$ cat config.mk
export PLATFORM = sky130hd
export DESIGN_NAME = sound_scheduler
export DESIGN_NICKNAME = d
export VERILOG_FILES = /design/src/rtl/sound_scheduler.sv
export SDC_FILE = /design/constraint.sdc
export NUM_CORES = 1
export LEC_CHECK = 0
export CORE_ASPECT_RATIO = 1.25
export CORE_MARGIN = 4
export CORE_UTILIZATION = 35
export CTS_CLUSTER_SIZE = 24
export DETAILED_ROUTE_END_ITERATION = 8
export GPL_ROUTABILITY_DRIVEN = 0
export PLACE_DENSITY = 0.55
export SYNTH_ARGS = -nofsm -noshare
export SYNTH_HDL_FRONTEND = slang
export SYNTH_SLANG_ARGS = --single-unit
$ cat constraint.sdc
create_clock -name clk -period 3.5 [get_ports clk]
set_input_delay 0.35 -clock clk [delete_from_list [all_inputs] [get_ports clk]]
set_output_delay 0.35 -clock clk [all_outputs]
set_load 0.02 [all_outputs]
$ cat src/rtl/sound_scheduler.sv
// rtl/sound_scheduler.sv - fixed-priority event sound sequencer sharing one tone generator
module sound_scheduler #(
  parameter int SHORT_CYCLES = 5000000,
  parameter int LONG_CYCLES  = 25000000
) (
  input  logic       clk,
  input  logic       resetN,
  input  logic [3:0] req,
  input  logic       mute,
  output logic [3:0] tone,
  output logic       enable,
  output logic       busy,
  output logic [1:0] active_id,
  output logic       seq_done
);

  localparam int CW = (LONG_CYCLES > 1) ? $clog2(LONG_CYCLES) : 1;
  localparam logic [CW-1:0] SHORT_LOAD = CW'(SHORT_CYCLES - 1);
  localparam logic [CW-1:0] LONG_LOAD  = CW'(LONG_CYCLES - 1);

  typedef enum logic [1:0] {IDLE, PLAY, DONE} state_t;

  typedef struct packed {
    logic       isNote;
    logic       isLong;
    logic [3:0] tone;
  } step_t;

  state_t        state, nState;
  logic [1:0]    curId, nId;
  logic [2:0]    step, nStep;
  logic [CW-1:0] cnt, nCnt;
  logic [3:0]    pending, nPend;
  logic [3:0]    merged;
  logic [1:0]    top;
  step_t         nInfo;

  function automatic step_t stepInfo(input logic [1:0] id, input logic [2:0] s);
    step_t r;
    case ({id, s})
      5'b00_000, 5'b00_001: r = '{isNote: 1'b1, isLong: 1'b0, tone: 4'd5};
      5'b01_000, 5'b01_001: r = '{isNote: 1'b1, isLong: 1'b0, tone: 4'd0};
      5'b10_000:            r = '{isNote: 1'b0, isLong: 1'b0, tone: 4'd0};
      5'b10_001:            r = '{isNote: 1'b1, isLong: 1'b0, tone: 4'd0};
      5'b10_010:            r = '{isNote: 1'b1, isLong: 1'b0, tone: 4'd1};
      5'b10_011:            r = '{isNote: 1'b1, isLong: 1'b0, tone: 4'd2};
      5'b10_100:            r = '{isNote: 1'b1, isLong: 1'b1, tone: 4'd3};
      5'b11_000, 5'b11_010: r = '{isNote: 1'b1, isLong: 1'b0, tone: 4'd5};
      5'b11_001, 5'b11_011: r = '{isNote: 1'b0, isLong: 1'b0, tone: 4'd0};
      5'b11_100:            r = '{isNote: 1'b1, isLong: 1'b1, tone: 4'd11};
      default:              r = '{isNote: 1'b0, isLong: 1'b0, tone: 4'd0};
    endcase
    return r;
  endfunction

  function automatic logic [2:0] lastStep(input logic [1:0] id);
    return (id >= 2'd2) ? 3'd4 : 3'd1;
  endfunction

  function automatic logic [1:0] highest(input logic [3:0] v);
    if (v[3])      return 2'd3;
    else if (v[2]) return 2'd2;
    else if (v[1]) return 2'd1;
    else           return 2'd0;
  endfunction

  function automatic logic [CW-1:0] loadFor(input logic [1:0] id, input logic [2:0] s);
    step_t i;
    i = stepInfo(id, s);
    return i.isLong ? LONG_LOAD : SHORT_LOAD;
  endfunction

  always_comb begin
    nState = state;
    nId    = curId;
    nStep  = step;
    nCnt   = cnt;
    nPend  = pending;
    merged = '0;
    top    = '0;
    case (state)
      IDLE: begin
        merged = req | pending;
        if (merged != 4'd0) begin
          top    = highest(merged);
          nState = PLAY;
          nId    = top;
          nStep  = 3'd0;
          nCnt   = loadFor(top, 3'd0);
          nPend  = merged & ~(4'b0001 << top);
        end
      end
      PLAY: begin
        // An equal or higher request preempts; the preempted sequence is dropped
        if (req != 4'd0 && highest(req) >= curId) begin
          top   = highest(req);
          nId   = top;
          nStep = 3'd0;
          nCnt  = loadFor(top, 3'd0);
          nPend = (pending | req) & ~(4'b0001 << top);
        end else begin
          merged = pending | req;
          nPend  = merged;
          if (cnt != '0) begin
            nCnt = cnt - CW'(1);
          end else if (step != lastStep(curId)) begin
            nStep = step + 3'd1;
            nCnt  = loadFor(curId, step + 3'd1);
          end else if (curId == 2'd3) begin
            nState = DONE;
            nPend  = '0;
          end else if (merged != 4'd0) begin
            top   = highest(merged);
            nId   = top;
            nStep = 3'd0;
            nCnt  = loadFor(top, 3'd0);
            nPend = merged & ~(4'b0001 << top);
          end else begin
            nState = IDLE;
            nId    = 2'd0;
            nStep  = 3'd0;
          end
        end
      end
      DONE: begin
        nPend = '0;
      end
      default: begin
        nState = IDLE;
      end
    endcase
  end

  always_comb nInfo = stepInfo(nId, nStep);

  // Outputs are registered from next-state values so they line up with the step being entered
  always_ff @(posedge clk or negedge resetN) begin
    if (!resetN) begin
      state     <= IDLE;
      curId     <= '0;
      step      <= '0;
      cnt       <= '0;
      pending   <= '0;
      tone      <= '0;
      enable    <= 1'b0;
      busy      <= 1'b0;
      active_id <= '0;
      seq_done  <= 1'b0;
    end else begin
      state     <= nState;
      curId     <= nId;
      step      <= nStep;
      cnt       <= nCnt;
      pending   <= nPend;
      tone      <= (nState == PLAY && nInfo.isNote) ? nInfo.tone : 4'd0;
      enable    <= (nState == PLAY) && nInfo.isNote && !mute;
      busy      <= (nState == PLAY);
      active_id <= (nState == PLAY) ? nId : 2'd0;
      seq_done  <= (nState == PLAY) && (nCnt == '0) && (nStep == lastStep(nId));
    end
  end

endmodule

Word-level counts from Yosys, hierarchy flattened
Memory sizes are Yosys's and may differ from the RTL's.
Cells that the tools add are included.
Operators by class
  add/sub/neg operators: 2
  magnitude comparators: 3
  equal/unequal tests: 16
  shifts and indexed selects: 3
  mux-type cells: 75
  bitwise operators: 7
  reduce and logical (&&, ||, !) cells: 19
Operators with widths (count)
  two-way mux 25 bit: 10
  two-way mux 5 bit: 14
  two-way mux 2 bit: 27
  case mux 25 bit (2 select lines): 1
  case mux 5 bit (3 select lines): 3
  two-way mux 4 bit: 7
  logical NOT 25 bit: 1
  nonzero test 25 bit: 1
  subtractor 25 x 1 -> 25 bit (second input constant): 1
  two-way mux 3 bit: 7
  equality test 2 bit (second input constant): 8
  bitwise AND 4 bit: 3
  inverter 4 bit: 3
  case mux 4 bit (3 select lines): 1
  left shift 1 x 2 -> 4 bit (first input constant): 3
  equality test 2 x 1 -> 1 bit (second input constant): 5
  logical NOT 2 bit: 4
  nonzero test 4 bit: 2
  case mux 2 bit (3 select lines): 1
  case mux 3 bit (2 select lines): 1
  OR reduction 2 bit: 3
  logical AND 1 bit: 5
  greater-or-equal comparator 2 bit (second input constant): 2
  OR 4 bit: 1
  10 further kinds: 11
Word-level totals
  bits in registers: 45
  ROM bits: 384
  input bits: 7
  output and inout bits: 9
  word-level logic and storage cells: 137
  memories: 2
Memories
  (no name shown): depth 32, bits a word 6, rd ports 1, clocked after Yosys merged registers in 0, write ports 0, RTL line 40  | case ({id, s})
  (no name shown): depth 32, bits a word 6, rd ports 1, clocked after Yosys merged registers in 0, write ports 0, RTL line 40

Longest topological paths before layout
Gate-level depths: netlist of the first run.
  depth in word-level cells: 29
  gate-level depth with buffers: 13
  depth with buffers taken out: 12

Worst setup path after synthesis of the first run
Ideal clock, no wire load.
  path type: input port to flip-flop
  from: input req[3]
  to: register seq_done
  setup time: 0.096 ns
  data arrival time: 3.061 ns
  required time: 3.404 ns
  path slack: 0.343 ns
  stages: 13
  path buffers: 3
  cells stage by stage: buf_2 a21oi_1 ha_1 nand2b_1 a21oi_1 o21ai_0 clkbuf_1 a2111oi_0 a21o_1 buf_4 nor2_1 or4_1 nor4_2
Between the ends
  elaborated cells on any way between the ends: 48
  those cells by class: 2 x order compare; 2 x eq/ne; 37 x mux; 1 x bitwise; 6 x reduce/logical
RTL lines
  start: declaration: RTL line 8  | input logic [3:0] req,
  two-way mux 2 bit: RTL line 61  | if (v[3]) return 2'd3;
  two-way mux 2 bit: RTL line 81  | case (state)
  greater-or-equal comparator 2 bit: RTL line 95  | if (req != 4'd0 && highest(req) >= curId) begin
  logical AND 1 bit: RTL line 95
  two-way mux 3 bit: RTL line 95
  case mux 3 bit (2 select lines) *: RTL line 81
  net nStep[2]: RTL line 31  | logic [2:0] step, nStep;
  equality test 3 bit *: RTL line 159  | seq_done <= (nState == PLAY) && (nCnt == '0) && (nStep == lastStep(nId));
  logical AND 1 bit *: RTL line 159
  end signal: assignment: RTL line 159
  end: declaration: RTL line 14  | output logic seq_done
Mark *: on every way through the listed nets, which the timed path passes. The rest lies on a longest branch. The select of a mux whose other input is x is not followed.
A chain may end at the register's enable or synchronous reset.

Final worst setup path of the first run
  from: register cnt[1]
  to: register seq_done
Between the ends
  elaborated cells on any way between the ends: 25
  those cells by class: 1 x add/sub; 1 x order compare; 2 x eq/ne; 17 x mux; 4 x reduce/logical
RTL lines
  start: declaration: RTL line 32  | logic [CW-1:0] cnt, nCnt;
  start signal: assignment: RTL line 153  | cnt <= nCnt;
  subtractor 25 x 1 -> 25 bit / nonzero test 25 bit (equally long branches): RTL line 105, 104
  two-way mux 25 bit *: RTL line 104  | if (cnt != '0) begin
  two-way mux 25 bit *: RTL line 95
  case mux 25 bit (2 select lines) *: RTL line 81
  net nCnt[17]: RTL line 32
  logical NOT 25 bit *: RTL line 159
  logical AND 1 bit * (2 in series): RTL line 159
Mark *: on every way through the listed nets, which the timed path passes. The rest lies on a longest branch.

==> results of run 1 <==
[synth_stat cells, types with 3 or more instances]
master    count
nor2_1       25
nor4_1       11
nor4_2        5
o21ai_0      27
xnor2_1       3
o31ai_1       9
a211oi_1      4
o41ai_1       4
a22o_1        5
nor3_1       26
or3_1        12
ha_1         11
a21o_1        5
a22oi_1       3
o21a_1        3
inv_1        17
clkbuf_1      6
buf_2         5
a21oi_1      24
and2_1        3
nand4_1       8
or4_4         3
and3_1        6
a31oi_1       7
nand2b_1      6
o311a_1       3
nand2_1      37
o211ai_1      5
nand3_1      20
dfrtp_1      45
or2_2         3
[logic make-up (layout without fill, tap and decap cells)]
| logic type | after synthesis | in the layout | share of synthesized area (%) |
|---|---|---|---|
| compound gates | 113 | 113 | 22.3 |
| xor+xnor | 4 | 4 | 1.07 |
| fa+ha+maj | 11 | 11 | 4.19 |
| buf+inv | 32 | 92 | 4.19 |
| flops | 45 | 45 | 34.3 |
| mux | 3 | 3 | 0.953 |
| simple gates | 188 | 188 | 32.9 |
[worst min-delay path by stage]
stage / start / to / slack [ns] / cells past startpoint
final: resetN / state[0] / 0.26 / 1
after global routing: resetN / cnt[14] / 0.34 / 1
after CTS: resetN / cnt[14] / 0.29 / 1
after detailed placement: cnt[10] / cnt[10] / 0.54 / 2
after global placement: cnt[10] / cnt[10] / 0.54 / 2
after floorplan: resetN / active_id[0] / 0.05 / 0
[routing by layer]
metal | part of all wire [%] | track usage, % | vias to the layer above | wire length (um)
li1 | - | - | 1631 | -
met1 | 39 | 25.7 | 1636 | 4490
met2 | 50 | 38.9 | 137 | 5770
met3 | 5.6 | 3.61 | 40 | 651
met4 | 5.3 | 12.8 | 0 | 611
met5 | 0 | 0 | - | 0
[cell type report]
type	instances	area share, %
timing repair buffer	67	13.1
clock buffer	6	3.41
inverter	17	1.57
multi-input combinational	319	49.5
clock inverter	2	0.921
sequential	45	27.6
tap	123	3.78
[per-stage QoR]
stage	utilization (%)	setup WS, ns	hold WS [ns]	std cells
finish	44.6	0.173	0.255	579
global route	44.6	0.0252	0.337	579
CTS	44.6	0.208	0.291	579
detailed placement	42.7	-0.0423	0.535	571
global placement	42.7	0.0137	0.538	571
floorplan	-	0.343	0.0544	396
[repair_timing]
item	4_1_cts	5_1_grt
buffers inserted	0	0
endpoints found under the setup margin	0	1
resized for setup	0	1
[critical path, cell delays in order, from the launching register on]
cell and delay [ns]:
dfrtp_1 0.44, inv_1 0.12, ha_1 0.17, or4b_1 0.58, nor4_4 0.22, nand2_2 0.22
a31oi_1 0.19, mux2i_1 0.15, or3_1 0.38, or4_1 0.51, nor4_2 0.26
[flip-flops by register name (all words and copies together) (netlist names), 2 cells and up]
register,flops
active_id,2
cnt,25
curId,2
pending,4
state,2
step,3
tone,4
[power groups by stage]
stage	combinational (uW)	clock, uW	sequential, uW
2_1_floorplan	1010	0	782
3_3_place_gp	1790	0	757
3_5_place_dp	1800	0	760
4_1_cts	1810	578	752
5_1_grt	1990	597	769
6_report	1830	569	755
==> flow_summary.json, run 1 <==
{
  "final_nets": 473,
  "async_flop_share_pct": 100,
  "fmax_mhz": 301,
  "synth.net_count": 414,
  "dp_hpwl_um": 8950,
  "drv_slew": 0,
  "grt_max_degree": 46,
  "yosysTopAreaCell": "dfrtp_1",
  "cap_violations": 0,
  "max_slew_margin_pct": 28.0,
  "status": "finished, final reports clean",
  "yosysSeqAreaShare_pct": 34.3,
  "yosysUniqueCellTypes": 64,
  "crit_path_start": "cnt[1]",
  "tns_ns": 0,
  "synthFlopType": "dfrtp_1",
  "finClkSkew_ns": 0.00471,
  "hold_class": "in -> async",
  "io_pins": 16,
  "layout_commonest_cell": "buf_4",
  "worst_ir_drop_vdd_v": 0.000363,
  "grt_usage_pct": 22.3,
  "root_buffer": "clkbuf_16",
  "drtIter0Drc": 233,
  "clkTransAtPathRegs_ns": 0.07,
  "r2r_cells": 10,
  "grt_pass1_wl_um": 18600,
  "insertion_delay_ns": 0.29,
  "path_class": "reg -> reg",
  "fp.dieH_um": 116,
  "power.internal_uw": 1710,
  "crit_path_max_fanout": 10,
  "first_pass_iters": 7,
  "switching_power_uw": 1440,
  "postRouteWirelength_um": 11500,
  "htreeDepth": 2,
  "grt_pass1_vias": 3463,
  "cp_data_required_time_ns": 3.70,
  "drc": 0,
  "fillCellCount": 937,
  "p_per_area_mw_per_mm2": 773,
  "timing.rr.end": "seq_done",
  "num_antenna_cells": 0,
  "synth.area.top_cells": "dfrtp_1 (34%), nand2_1 (4.2%), ha_1 (4.2%)",
  "core_area_mm2": 0.00913,
  "mostFrequentLayoutCells": "buf_4 (52), dfrtp_1 (45), nand2_1 (37)",
  "synth_edf_count": 0,
  "p_sw_share_pct": 45.8,
  "multi_input_area_mm2": 0.00202,
  "place_area_mm2": 0.00390,
  "dieArea_mm2": 0.0110,
  "worstSetupStartpointType": "flop",
  "cts_tree": "yes",
  "endpoint_kind": "flop",
  "synthCells": 396,
  "r2r_slack_ns": 0.17,
  "die_x_um": 94.6,
  "drive_gt1_share_pct": 17.8,
  "pwr-share-clk_pct": 18.0,
  "antenna_found_initial": 0,
  "syn_to_final_growth_pct": 24.1,
  "start_util_pct": 36.0,
  "seq_power_share_pct": 24.0,
  "synth-seq-cells": 45,
  "worstMarginPinSlew_ns": 1.08,
  "vias": 3444,
  "ys_warn_count": 0,
  "critical_path.endpoint": "seq_done",
  "pwr-share-comb_pct": 58.0,
  "gr-total-overflow": 0,
  "avgSynthCellArea_um2": 8.29,
  "synth_area_mm2": 0.00328,
  "setup_viol": 0,
  "final_cell_area_mm2": 0.00407,
  "hold_buffers": 0,
  "finalHoldViolations": 0,
  "rsz0062_at_grt": "no",
  "r2r_start": "cnt[1]",
  "drtAntennaViolNets": 0,
  "synth_top_area_share_pct": 34.3,
  "via_per_inst": 5.95,
  "register_area_mm2": 0.00113,
  "rows": 39,
  "crit_arrival_ns": 3.53,
  "cts_buffer_depth": 2,
  "cts_sinks": 45,
  "port_buffers": 15,
  "fin_crit_ns": 3.33,
  "power_uw": 3150,
  "wl_per_cell_um": 19.9,
  "cts_buffers": 5,
  "fin_crit_sh_pct": 95.1,
  "power.leakage_uw": 0.00165
}
(Power assumes the default switching activity.)
==> run 2, diff against run 1 <==
--- a/config.mk
+++ b/config.mk
@@ -5,6 +5,7 @@
 export SDC_FILE = /design/constraint.sdc
 export NUM_CORES = 1
 export LEC_CHECK = 0
+export ABC_AREA = 1
 export CORE_ASPECT_RATIO = 1.25
 export CORE_MARGIN = 4
 export CORE_UTILIZATION = 35
==> flow_summary.json, run 2 <==
{
  "finalHoldViolations": 0,
  "synth_edf_count": 0,
  "cts_buffer_depth": 2,
  "pre_cts_ws_ns": 0.471,
  "max_stage_delay_ns": 0.45,
  "rsz0062_at_grt": "no",
  "core_area_mm2": 0.0101,
  "synth-seq-cells": 45,
  "postRouteWirelength_um": 10400,
  "cp_data_required_time_ns": 3.69,
  "synthCells": 538,
  "fin_crit_sh_pct": 82.0,
  "worst_ir_drop_vdd_v": 0.000434,
  "insertion_delay_ns": 0.29,
  "registers.top_by_ff_count": "cnt",
  "syn_to_final_growth_pct": 13.1,
  "path_class": "reg -> reg",
  "place_area_mm2": 0.00392,
  "final_cell_area_mm2": 0.00409,
  "port_buffers": 15,
  "postLayoutCoreUtil_pct": 40.5,
  "synth.net_count": 556,
  "endpoint_kind": "flop",
  "hold_class": "in -> async",
  "hold_buffers": 0,
  "cts_sinks": 45,
  "p_per_area_mw_per_mm2": 714,
  "mostFrequentLayoutCells": "nand2_1 (141), nor2_1 (68), inv_1 (67)",
  "num_antenna_cells": 0,
  "cap_violations": 0,
  "yosysTopAreaCell": "dfrtp_1",
  "avgSynthCellArea_um2": 6.73,
  "synth_area_mm2": 0.00362,
  "vias": 3474,
  "ys_top_cells_by_count": "nand2_1 (141), nor2_1 (68), inv_1 (67)",
  "cts_buffers": 5,
  "synth.area.top_cells": "dfrtp_1 (31%), nand2_1 (15%), nor2_1 (7.1%)",
  "status": "finished, final reports clean",
  "grt_max_degree": 26,
  "power.leakage_uw": 0.00202,
  "ys_warn_count": 0,
  "io_pins": 16,
  "grt_pass1_wl_um": 17100,
  "power_uw": 2920,
  "root_buffer": "clkbuf_16",
  "synth_top_area_share_pct": 31.1,
  "final_nets": 576,
  "max_slew_margin_pct": 63.4,
  "fin_crit_ns": 2.87,
  "crit_arrival_ns": 3.06,
  "postCtsSetupRepairBufs": 0,
  "synth_most_common_cell": "nand2_1",
  "antenna_found_initial": 0,
  "grtUsageMet3_pct": 2.23,
  "setup_ws_ns": 0.630,
  "start_util_pct": 35.8,
  "dp_hpwl_um": 8170,
  "drtIter0Drc": 237,
  "yosysUniqueCellTypes": 36,
  "reg_top3": "cnt (25), pending (4), tone (4)",
  "layout_commonest_cell": "nand2_1",
  "drtAntennaViolNets": 0,
  "worstSetupStartpointType": "flop",
  "first_pass_iters": 5,
  "fmax_mhz": 348,
  "setup_viol": 0,
  "drc": 0,
  "dieArea_mm2": 0.0120,
  "finClkSkew_ns": 0.00538,
  "htreeDepth": 2,
  "crit_buf_inv": 5,
  "rows": 41,
  "drv_slew": 0,
  "grt_pass1_vias": 3483,
  "largest_reg_flops": 25,
  "cp_top_family": "simple AND/OR/NAND/NOR gates",
  "via_per_inst": 5.05,
  "gr-total-overflow": 0,
  "tns_ns": 0,
  "clkTransAtPathRegs_ns": 0.07,
  "post_cts_resized": 0,
  "yosysSeqAreaShare_pct": 31.1,
  "synthFlopType": "dfrtp_1",
  "grt_usage_pct": 18.0,
  "die_x_um": 98.9,
  "drive_gt1_share_pct": 13.8,
  "crit_chain": "inv_1 -> ha_1 -> inv_1 -> nor2_1 -> inv_1 -> nand2_4 -> inv_2 -> nand2_1 -> nand2_1 -> a21oi_4 -> inv_2 -> nand2_1 -> nand3_2 -> nand2_4 -> nor2_2",
  "fillCellCount": 1077,
  "grt_util_met1_pct": 21.4,
  "critPathSlowestCell": "dfrtp_1",
  "grt_busiest_layer": "met2",
  "worstMarginPinSlew_ns": 0.549,
  "grt_use_met2_pct": 33.3,
  "crit_path_max_fanout": 11,
  "fp.dieH_um": 122,
  "cts_tree": "yes",
  "async_flop_share_pct": 100,
  "wl_per_cell_um": 15.1
}
[run 2: final timing paths]
check,cells past startpoint,slack (ns),from,endpoint
setup reg to reg,15,0.63,state[1],tone[2]
hold reg to reg,2,0.51,cnt[0],cnt[0]
min in group clk,2,0.51,cnt[0],cnt[0]
setup / recovery,15,0.63,state[1],tone[2]
max in group asynchronous,2,2.73,resetN,cnt[5]
hold / removal,1,0.04,resetN,cnt[2]
[run 2: layout make-up]
cell class / instances / area [um2] / area share, %
multi-input combinational: 408 / 2160 / 52.7
tap: 129 / 161 / 3.94
clock inverter: 2 / 37.5 / 0.917
clock buffer: 6 / 139 / 3.39
inverter: 79 / 297 / 7.25
sequential: 45 / 1130 / 27.5
timing repair buffer: 19 / 175 / 4.28
[run 2: kinds of logic (layout without fill, tap and decap cells)]
group / after synthesis / in the layout / share of synthesized area [%]
buf+inv: 85 / 106 / 9.27
simple gates: 324 / 324 / 43.2
xor+xnor: 10 / 10 / 2.42
flops: 45 / 45 / 31.1
fa+ha+maj: 11 / 11 / 3.80
compound gates: 63 / 63 / 10.2
[run 2: metal layers]
layer / wire, um / share of wire [%] / vias to the layer above
met5: 0 / 0 / -
met4: 234 / 2.2 / 0
met3: 411 / 3.9 / 17
met2: 5450 / 52 / 83
met1: 4330 / 42 / 1631
li1: - / - / 1743
[run 2: power by group]
group	internal, uW	total [uW]	switching [uW]
logic	496	1560	1060
clock network	357	568	212
registers	659	797	137
[run 2: through the flow]
stage | cells | hold WS (ns)
final | 688 | 0.0365
after global routing | 688 | 0.0824
after CTS | 688 | 0.0684
after detailed placement | 680 | 0.380
after global placement | 680 | 0.384
after floorplan | 538 | 0.0544
==> run 3, diff against run 2 <==
==> constraint.sdc (replaced) <==
create_clock -name clk -period 2.9 [get_ports clk]
set_input_delay 0.29 -clock clk [delete_from_list [all_inputs] [get_ports clk]]
set_output_delay 0.29 -clock clk [all_outputs]
set_load 0.02 [all_outputs]
==> flow_summary.json, run 3 (synthesis results as in run 2) <==
{
  "status": "finished, final reports clean",
  "drc": 0,
  "grt_max_degree": 33,
  "cp_data_required_time_ns": 3.13,
  "first_pass_iters": 5,
  "vias": 3542,
  "hold_class": "in -> async",
  "cts_tree": "yes",
  "tns_ns": 0,
  "grt_usage_pct": 17.8,
  "cap_violations": 0,
  "hold_buffers": 0,
  "drive_gt1_share_pct": 15.4,
  "drtAntennaViolNets": 0,
  "insertion_delay_ns": 0.29,
  "final_nets": 587,
  "final_cells": 699,
  "worstMarginPinSlew_ns": 0.855,
  "gr-total-overflow": 0,
  "cts_sinks": 45,
  "htreeDepth": 2,
  "p_per_area_mw_per_mm2": 856,
  "endpoint_kind": "flop",
  "rows": 41,
  "path_class": "in -> reg",
  "wl_per_cell_um": 14.6,
  "post_cts_resized": 0,
  "fin_crit_ns": 2.50,
  "crit_arrival_ns": 2.73,
  "registers.top_by_ff_count": "cnt",
  "cts_buffer_depth": 2,
  "num_antenna_cells": 0,
  "fmax_mhz": 400,
  "worstSetupStartpointType": "primary input",
  "clkTransAtPathRegs_ns": 0.07,
  "start_util_pct": 35.8,
  "via_per_inst": 5.07,
  "cts_buffers": 5,
  "largest_reg_flops": 25,
  "mostFrequentLayoutCells": "nand2_1 (141), inv_1 (67), nor2_1 (67)",
  "multi_input_area_mm2": 0.00216,
  "fin_crit_sh_pct": 86.3,
  "grt_pass1_wl_um": 17100,
  "postCtsSetupRepairBufs": 0,
  "worst_ir_drop_vdd_v": 0.000450,
  "finClkSkew_ns": 0.0109,
  "fillCellCount": 1046,
  "die_x_um": 98.9,
  "finalHoldViolations": 0,
  "fp.dieH_um": 122,
  "crit_path_max_fanout": 6,
  "register_area_mm2": 0.00113,
  "drtIter0Drc": 254,
  "root_buffer": "clkbuf_16",
  "postRouteWirelength_um": 10200,
  "dieArea_mm2": 0.0120,
  "power.leakage_uw": 0.00207,
  "drv_slew": 0,
  "grt_pass1_vias": 3483,
  "max_slew_margin_pct": 43.0,
  "reg_top3": "cnt (25), pending (4), tone (4)",
  "core_area_mm2": 0.0101,
  "rsz0062_at_grt": "no",
  "layout_commonest_cell": "nand2_1",
  "dp_cells": 691,
  "dp_hpwl_um": 8110,
  "syn_to_final_growth_pct": 15.2,
  "port_buffers": 15,
  "io_pins": 16,
  "setup_viol": 0,
  "antenna_found_initial": 0
}
-- run 3: final cells by class --
type                       instances  area share, %
inverter                          79           7.11
tap                              129           3.87
timing repair buffer              30           6.18
clock inverter                     2          0.930
multi-input combinational        408           51.8
clock buffer                       6           3.09
sequential                        45           27.0
-- run 3: path summary, 6_finish.rpt --
check,startpoint,endpoint,slack (ns),cells after the start
worst max-delay path,req[2],seq_done,0.40,20
worst min-delay path,resetN,cnt[2],0.09,1
worst max register to register,state[1],seq_done,0.41,17
worst min register to register,pending[0],pending[0],0.51,2
max in group asynchronous,resetN,state[0],2.06,2
min in group clk,pending[0],pending[0],0.51,2
-- run 3: metal layers --
layer	track usage, %	vias to the layer above	part of all wire [%]	wire length (um)
li1	-	1769	-	-
met1	21.9	1663	43	4370
met2	31.8	85	51	5200
met3	2.41	25	3.7	374
met4	5.72	0	2.8	289
met5	0	-	0	0
-- run 3: per-stage QoR --
| step | hold slack [ns] | util (%) | total power [uW] | setup WS (ns) | area, um2 |
|---|---|---|---|---|---|
| 6_report | 0.0876 | 41.3 | 3570 | 0.397 | 4170 |
| 5_1_grt | 0.162 | 41.3 | 3880 | 0.0680 | 4170 |
| 4_1_cts | 0.135 | 41.2 | 3590 | 0.317 | 4170 |
| 3_5_place_dp | 0.445 | 39.6 | 2910 | 0.0715 | 4000 |
| 3_3_place_gp | 0.443 | 39.6 | 2900 | 0.141 | 4000 |
| 2_1_floorplan | -0.00559 | - | 2300 | 0.749 | 3620 |
-- run 3: power breakdown --
| group | switching, uW | internal, uW |
|---|---|---|
| combinational | 1280 | 652 |
| sequential | 172 | 796 |
| clock | 257 | 409 |
| total | 1710 | 1860 |
-- run 3: critical path, cell delays in order --
cell and delay, ns:
clkdlybuf4s50_1 0.51, inv_1 0.05, a21oi_1 0.17, ha_1 0.26
nand2_1 0.06, nand3_1 0.10, nand2_2 0.09, inv_2 0.09
buf_4 0.15, nor2_4 0.14, nand2_2 0.08, nand3_1 0.08
nand2_1 0.08, nor2_2 0.10, nand2_1 0.06, nor2_1 0.11
nand2_1 0.07, nor2_1 0.09, nand2_1 0.06, nor2_1 0.08
